[config.mk]
export PLATFORM = sky130hd
export DESIGN_NAME = hazard_scoreboard_flat
export DESIGN_NICKNAME = d
export VERILOG_FILES = /design/src/rtl/hazard_scoreboard_pkg.sv /design/src/rtl/hazard_scoreboard_if.sv /design/src/rtl/hazard_scoreboard_sb_entry.sv /design/src/rtl/hazard_scoreboard.sv /design/src/flat_wrapper.sv
export SDC_FILE = /design/constraint.sdc
export NUM_CORES = 1
export LEC_CHECK = 0
export ABC_AREA = 1
export BUFFER_PORTS_ARGS = -buffer_cell sky130_fd_sc_hd__buf_2
export CORE_ASPECT_RATIO = 1.25
export CORE_UTILIZATION = 52
export DETAILED_ROUTE_END_ITERATION = 10
export PLACE_DENSITY_LB_ADDON = 0.15
export SKIP_CTS_REPAIR_TIMING = 1
export SYNTH_ARGS = -nofsm -noshare
export SYNTH_HDL_FRONTEND = slang
export SYNTH_SLANG_ARGS = --single-unit
[constraint.sdc]
create_clock -name clk_i -period 3.5 [get_ports clk_i]
set_input_delay 0.35 -clock clk_i [delete_from_list [all_inputs] [get_ports clk_i]]
set_output_delay 0.35 -clock clk_i [all_outputs]
set_load 0.005 [all_outputs]
[src/rtl/hazard_scoreboard_pkg.sv]
// Shared widths, opcode encodings and forwarding latencies for the ID-stage hazard scoreboard.
package hazard_scoreboard_pkg;

    localparam int unsigned NUM_REGS     = 32;
    localparam int unsigned REG_ADDR_W   = 5;
    localparam int unsigned CNT_W        = 2;
    localparam int unsigned STALL_CNT_W  = 32;
    localparam int unsigned LOAD_LAT_DEF = 1;
    localparam int unsigned ALU_LAT_DEF  = 0;

    localparam logic [6:0] OPC_RTYPE  = 7'b0110011;
    localparam logic [6:0] OPC_ITYPE  = 7'b0010011;
    localparam logic [6:0] OPC_LOAD   = 7'b0000011;
    localparam logic [6:0] OPC_STORE  = 7'b0100011;
    localparam logic [6:0] OPC_BRANCH = 7'b1100011;
    localparam logic [6:0] OPC_JAL    = 7'b1101111;

    // Bubbles before a new result can be forwarded; load is only looked at when jal is low.
    function automatic logic [CNT_W-1:0] fwd_lat(input logic jal, input logic load,
                                                 input int unsigned load_lat,
                                                 input int unsigned alu_lat);
        if (jal)
            return CNT_W'(alu_lat);
        else if (load)
            return CNT_W'(load_lat);
        else
            return CNT_W'(alu_lat);
    endfunction

endpackage

[src/rtl/hazard_scoreboard_if.sv]
// ID-stage issue, writeback and scoreboard status signals between decode and the scoreboard.
interface hazard_scoreboard_if;
    import hazard_scoreboard_pkg::*;

    logic                         issue_valid_i;
    logic [REG_ADDR_W-1:0]        rd_i;
    logic [REG_ADDR_W-1:0]        rs1_i;
    logic [REG_ADDR_W-1:0]        rs2_i;
    logic                         rs1_used_i;
    logic                         rs2_used_i;
    logic                         reg_write_i;
    logic                         load_i;
    logic                         jal_i;
    logic                         flush_i;
    logic                         wb_valid_i;
    logic [REG_ADDR_W-1:0]        wb_rd_i;
    logic                         stall_o;
    logic [NUM_REGS-1:0]          pending_o;
    logic [STALL_CNT_W-1:0]       stall_cnt_o;

    modport master (
        output issue_valid_i, rd_i, rs1_i, rs2_i, rs1_used_i, rs2_used_i,
        output reg_write_i, load_i, jal_i, flush_i, wb_valid_i, wb_rd_i,
        input  stall_o, pending_o, stall_cnt_o
    );

    modport slave (
        input  issue_valid_i, rd_i, rs1_i, rs2_i, rs1_used_i, rs2_used_i,
        input  reg_write_i, load_i, jal_i, flush_i, wb_valid_i, wb_rd_i,
        output stall_o, pending_o, stall_cnt_o
    );

endinterface

[src/rtl/hazard_scoreboard_sb_entry.sv]
// One register's scoreboard slot: forwarding countdown plus uncommitted-write flag.
module sb_entry
    import hazard_scoreboard_pkg::*;
(
    input  logic             clk,
    input  logic             rst,
    input  logic             alloc,
    input  logic [CNT_W-1:0] lat,
    input  logic             wb_clr,
    output logic             busy,
    output logic             pending
);

    logic [CNT_W-1:0] cnt;

    // Allocation reloads the countdown and wins over both decrement and writeback clear.
    always_ff @(posedge clk or posedge rst) begin
        if (rst) begin
            cnt     <= '0;
            pending <= 1'b0;
        end else if (alloc) begin
            cnt     <= lat;
            pending <= 1'b1;
        end else begin
            if (cnt != '0)
                cnt <= cnt - CNT_W'(1);
            if (wb_clr)
                pending <= 1'b0;
        end
    end

    // Result not yet forwardable while the countdown is running.
    assign busy = (cnt != '0);

endmodule

[src/rtl/hazard_scoreboard.sv]
// Scoreboard for ID-stage RAW hazards: source lookup, stall decision, allocation and stall counter.
module hazard_scoreboard
    import hazard_scoreboard_pkg::*;
#(
    parameter int unsigned LOAD_LAT = LOAD_LAT_DEF,
    parameter int unsigned ALU_LAT  = ALU_LAT_DEF
) (
    input  logic               clk_i,
    input  logic               reset_i,
    hazard_scoreboard_if.slave sb
);

    logic [NUM_REGS-1:0]    busy;
    logic [NUM_REGS-1:0]    pending;
    logic [CNT_W-1:0]       lat;
    logic                   rs1_hit;
    logic                   rs2_hit;
    logic                   stall_c;
    logic                   accept_c;
    logic [STALL_CNT_W-1:0] stall_cnt;

    // x0 is hardwired and never tracked.
    assign busy[0]    = 1'b0;
    assign pending[0] = 1'b0;

    // Source lookups, stall reduction and allocation qualifier; flush overrides everything.
    always_comb begin
        rs1_hit  = sb.rs1_used_i && (sb.rs1_i != '0) && busy[sb.rs1_i];
        rs2_hit  = sb.rs2_used_i && (sb.rs2_i != '0) && busy[sb.rs2_i];
        stall_c  = sb.issue_valid_i && !sb.flush_i && (rs1_hit || rs2_hit);
        accept_c = sb.issue_valid_i && !stall_c && !sb.flush_i &&
                   sb.reg_write_i && (sb.rd_i != '0);
        lat      = fwd_lat(sb.jal_i, sb.load_i, LOAD_LAT, ALU_LAT);
    end

    // One entry per architectural register except x0.
    for (genvar r = 1; r < NUM_REGS; r++) begin : g_entry
        sb_entry u_entry (
            .clk     (clk_i),
            .rst     (reset_i),
            .alloc   (accept_c && (sb.rd_i == REG_ADDR_W'(r))),
            .lat     (lat),
            .wb_clr  (sb.wb_valid_i && (sb.wb_rd_i == REG_ADDR_W'(r))),
            .busy    (busy[r]),
            .pending (pending[r])
        );
    end

    // Saturating count of cycles spent stalled.
    always_ff @(posedge clk_i or posedge reset_i) begin
        if (reset_i)
            stall_cnt <= '0;
        else if (stall_c && (stall_cnt != '1))
            stall_cnt <= stall_cnt + STALL_CNT_W'(1);
    end

    assign sb.stall_o     = stall_c;
    assign sb.pending_o   = pending;
    assign sb.stall_cnt_o = stall_cnt;

endmodule
[src/flat_wrapper.sv]
// flat-port wrapper written by rule: the top's interface ports become plain ports
module hazard_scoreboard_flat import hazard_scoreboard_pkg::*;
#(
    parameter int unsigned LOAD_LAT = LOAD_LAT_DEF,
    parameter int unsigned ALU_LAT  = ALU_LAT_DEF
)
  (clk_i, reset_i, sb_issue_valid_i, sb_rd_i, sb_rs1_i, sb_rs2_i, sb_rs1_used_i, sb_rs2_used_i, sb_reg_write_i, sb_load_i, sb_jal_i, sb_flush_i, sb_wb_valid_i, sb_wb_rd_i, sb_stall_o, sb_pending_o, sb_stall_cnt_o);
  hazard_scoreboard_if sb_i ();
  input  logic clk_i;
  input  logic reset_i;
  input wire logic [$bits(sb_i.issue_valid_i)-1:0] sb_issue_valid_i;
  input wire logic [$bits(sb_i.rd_i)-1:0] sb_rd_i;
  input wire logic [$bits(sb_i.rs1_i)-1:0] sb_rs1_i;
  input wire logic [$bits(sb_i.rs2_i)-1:0] sb_rs2_i;
  input wire logic [$bits(sb_i.rs1_used_i)-1:0] sb_rs1_used_i;
  input wire logic [$bits(sb_i.rs2_used_i)-1:0] sb_rs2_used_i;
  input wire logic [$bits(sb_i.reg_write_i)-1:0] sb_reg_write_i;
  input wire logic [$bits(sb_i.load_i)-1:0] sb_load_i;
  input wire logic [$bits(sb_i.jal_i)-1:0] sb_jal_i;
  input wire logic [$bits(sb_i.flush_i)-1:0] sb_flush_i;
  input wire logic [$bits(sb_i.wb_valid_i)-1:0] sb_wb_valid_i;
  input wire logic [$bits(sb_i.wb_rd_i)-1:0] sb_wb_rd_i;
  output wire logic [$bits(sb_i.stall_o)-1:0] sb_stall_o;
  output wire logic [$bits(sb_i.pending_o)-1:0] sb_pending_o;
  output wire logic [$bits(sb_i.stall_cnt_o)-1:0] sb_stall_cnt_o;
  assign sb_i.issue_valid_i = sb_issue_valid_i;
  assign sb_i.rd_i = sb_rd_i;
  assign sb_i.rs1_i = sb_rs1_i;
  assign sb_i.rs2_i = sb_rs2_i;
  assign sb_i.rs1_used_i = sb_rs1_used_i;
  assign sb_i.rs2_used_i = sb_rs2_used_i;
  assign sb_i.reg_write_i = sb_reg_write_i;
  assign sb_i.load_i = sb_load_i;
  assign sb_i.jal_i = sb_jal_i;
  assign sb_i.flush_i = sb_flush_i;
  assign sb_i.wb_valid_i = sb_wb_valid_i;
  assign sb_i.wb_rd_i = sb_wb_rd_i;
  assign sb_stall_o = sb_i.stall_o;
  assign sb_pending_o = sb_i.pending_o;
  assign sb_stall_cnt_o = sb_i.stall_cnt_o;
  hazard_scoreboard #(.LOAD_LAT(LOAD_LAT), .ALU_LAT(ALU_LAT)) u_core (.clk_i(clk_i), .reset_i(reset_i), .sb(sb_i));
endmodule
==> qor.txt <==
Routed vias -> 7350
Largest net degree at the start of global routing -> 105
DP Cell Count -> 1402
Pre-Repair DR Iteration Count -> 8
# setup viols final -> 0
Routability congestion estimate -> 0.896
Final Util -> 59.2%
Tot GR Track Use -> 28.2%
Synthesized flop and latch total -> 125
Root buffer cell -> clkbuf_16
CP Data Required Time -> 3.15 ns
Final Hold Viols -> 21
TritonCTS clock tree -> done
Hold slack -> -0.0198 ns
Syn Inst Count -> 1157
Mean Syn Cell Area -> 7.11 um2
PnR worst setup slack -> 0.788 ns
R2R cell count -> 16
Post-synth top area share -> 38.0%
Pwr Total -> 6.53 mW
Die Y -> 143 um
Core area -> 15500 um2
Setup repair after global routing missed its margin -> false
First-pass GRT wire length -> 35000 um
Leak pwr -> 5.05 nW
Setup CP Type -> register to output pin
Area growth syn-to-layout -> 11.6%
Clock share of power -> 27.6%
DRC -> 4
Cell Pwr Density -> 711 nW/um2
Clk_lat worst skew -> 0.42 ns
CP delay by family, top -> simple AND/OR/NAND/NOR gates
Max Clock Freq -> 0.369 GHz
Row count -> 51
Overflow after GRT -> 0
# IOs -> 95
CP Data Arrival Time -> 2.36 ns
Worst-Margin Slew -> 0.638 ns
Mapped Nets -> 1219
Number of port buffers -> 93
Top cells by instance count after synthesis -> 295 x nand2_1, 202 x inv_1, 125 x dfrtp_1
Antenna violations before repair -> 3
Yosys warns -> 0
Slew Viols, Final -> 0
Worst VDD drop -> 308 uV
Fin nets -> 1271
Multi-input logic area -> 3870 um2
Dpl hpwl -> 16000 um
H-tree depth -> 4
Filler Cells Inserted -> 1499
Cell-internal power -> 4.06 mW
Top cells by area, synth -> dfrtp_1 38%, nand2_1 13%, inv_1 9.2%
CP max-delay cell -> dfrtp_1
Via-to-Cell Ratio -> 5.12
Routed WL -> 21400 um
Clk_skew -> 0.0104 ns
Vias in the first global route -> 7067
CP max FO -> 14
Die Footprint -> 16300 um2
Stages on worst setup path -> 14
Switching share of power -> 37.8%
Post-synth top area cell -> dfrtp_1
Max incr delay on CP -> 0.37 ns
Pre-CTS setup slack -> 0.995 ns
Hold Path Class -> input pin to async pin
Synthesized area -> 8230 um2
CP Buf/Inv Count -> 3
Clock sinks -> 125
Crit path time final -> 2.71 ns
Top_reg_cell synth -> dfrtp_1
Fraction of layout cells with a size suffix above 1 -> 11.7%
Clock transition at path regs -> 0.06 ns
Slew headroom -> 57.1%
Psw -> 2.47 mW
Clock buffer count from CTS -> 17
Comb pwr share -> 39.1%
Sequential Area -> 3130 um2
Sequential share of power -> 33.3%
Count leader, synth -> nand2_1
Status -> finished, violations left
EDFF count, synth -> 0
Worst Setup Start Kind -> register
Initial drt markers -> 510
Final Cycle Share -> 77.5%
Asr flop ratio synth -> 100%
Sum of negative setup slack -> 0 ns
Crit path top cell by count -> nand2_1
Width of the die -> 115 um
Max Cap Violations -> 0
Netlist cell types -> 30
Layout Cells excl Fill -> 1435
Failing checks -> DRC, hold timing
Routed len/inst -> 14.9 um
CP endpoint kind -> output pin
Ordered cell list for the critical path -> inv_1 -> ha_1 -> inv_1 -> nand2_1 -> nand3_1 -> nand2_1 -> nand2_1 -> nand2_1 -> nand2_1 -> nand2_1 -> nand2_1 -> nand2_2 -> a21boi_2 -> buf_2
Initial Utilization -> 53.1%
Register area share after synthesis -> 38.0%
Clk buf depth -> 2
Detail Route Antenna Nets -> 0
## cell usage in the layout (no fill, tap or decap), types with 14 or more instances in the layout
cell type  Yosys  final
dfrtp_1      125    125
inv_1        202    201
clkbuf_16      0     17
ha_1          32     32
nor3_1        14     14
a21oi_1       34     34
buf_2         13     93
o21ai_0       77     77
xor2_1        49     49
nand4_1       37     37
nand3_1       91     91
nand2_1      295    295
nor2_1        86     86
## per-stage QoR
stage / hold WS (ns) / area (um2)
2_1_floorplan: 0.465 / 8240
3_3_place_gp: 0.437 / 8580
3_5_place_dp: 0.434 / 8580
4_1_cts: -0.0117 / 9180
5_1_grt: 0.0238 / 9180
6_report: -0.0198 / 9190
## power groups by stage
stage          Sequential (mW)  Clock [mW]  Combinational [mW]
2_1_floorplan             2.14           0                2.06
3_3_place_gp              2.18           0                2.46
3_5_place_dp              2.19           0                2.55
4_1_cts                   2.17        1.83                2.58
5_1_grt                   2.22        1.89                3.02
6_report                  2.17        1.80                2.56
## registers in the layout (all words and copies together) (netlist names)
| signal | count |
|---|---|
| u_core.g_entry.u_entry.cnt | 62 |
| u_core.g_entry.u_entry.pending | 31 |
| u_core.sb.stall_cnt_o | 32 |
## per-layer routing
| metal | global-route usage [%] | part of all wire (%) |
|---|---|---|
| met2 | 48.9 | 49 |
| met4 | 15.3 | 4.2 |
| met3 | 5.31 | 5.4 |
| met1 | 32.9 | 42 |
| met5 | 0 | 0 |
## worst reg2reg max path, delay by kind of cell, from the launching register on
family / cells / cell delay (ns)
DFF: 1 / 0.39
adders and majority gates: 1 / 0.19
AOI/OAI and AO/OA: 1 / 0.20
buffers and inverters: 3 / 0.63
and+or+nand+nor: 11 / 0.97
## cells by family (layout without fill, tap and decap cells)
group,after synthesis,in the layout,synth area share [%]
xor gates and xnor gates,61,61,6.49
AOI/OAI and AO/OA,128,128,8.00
adders and majority gates,32,32,4.86
other,1,3,0.0456
buffers and inverters,275,339,15.0
and+or+nand+nor,535,535,27.6
DFF,125,125,38.0
## path summary, 6_finish.rpt
path                                                    start                                  to  slack (ns)
max                         u_core.g_entry[19].u_entry.cnt[0]                          sb_stall_o        0.79
min                                                   reset_i           u_core.sb.stall_cnt_o[10]       -0.02
max reg2reg                 u_core.g_entry[17].u_entry.cnt[0]            u_core.sb.stall_cnt_o[2]        0.97
min reg2reg                u_core.g_entry[19].u_entry.pending  u_core.g_entry[19].u_entry.pending        0.49
max in group asynchronous                             reset_i   u_core.g_entry[11].u_entry.cnt[0]        2.62
min in group clk_i                                   sb_jal_i   u_core.g_entry[29].u_entry.cnt[0]        0.27
## layout make-up
| class | count | share of cell area [%] |
|---|---|---|
| well taps | 212 | 2.89 |
| flip-flops and latches | 125 | 34.1 |
| repair buffers | 100 | 5.78 |
| inverters | 208 | 8.60 |
| diodes | 2 | 0.0545 |
| multi-input cells | 757 | 42.1 |
| clock buffers | 17 | 4.63 |
| clock inverters | 14 | 1.85 |
Power figures use the tool's default switching activity.
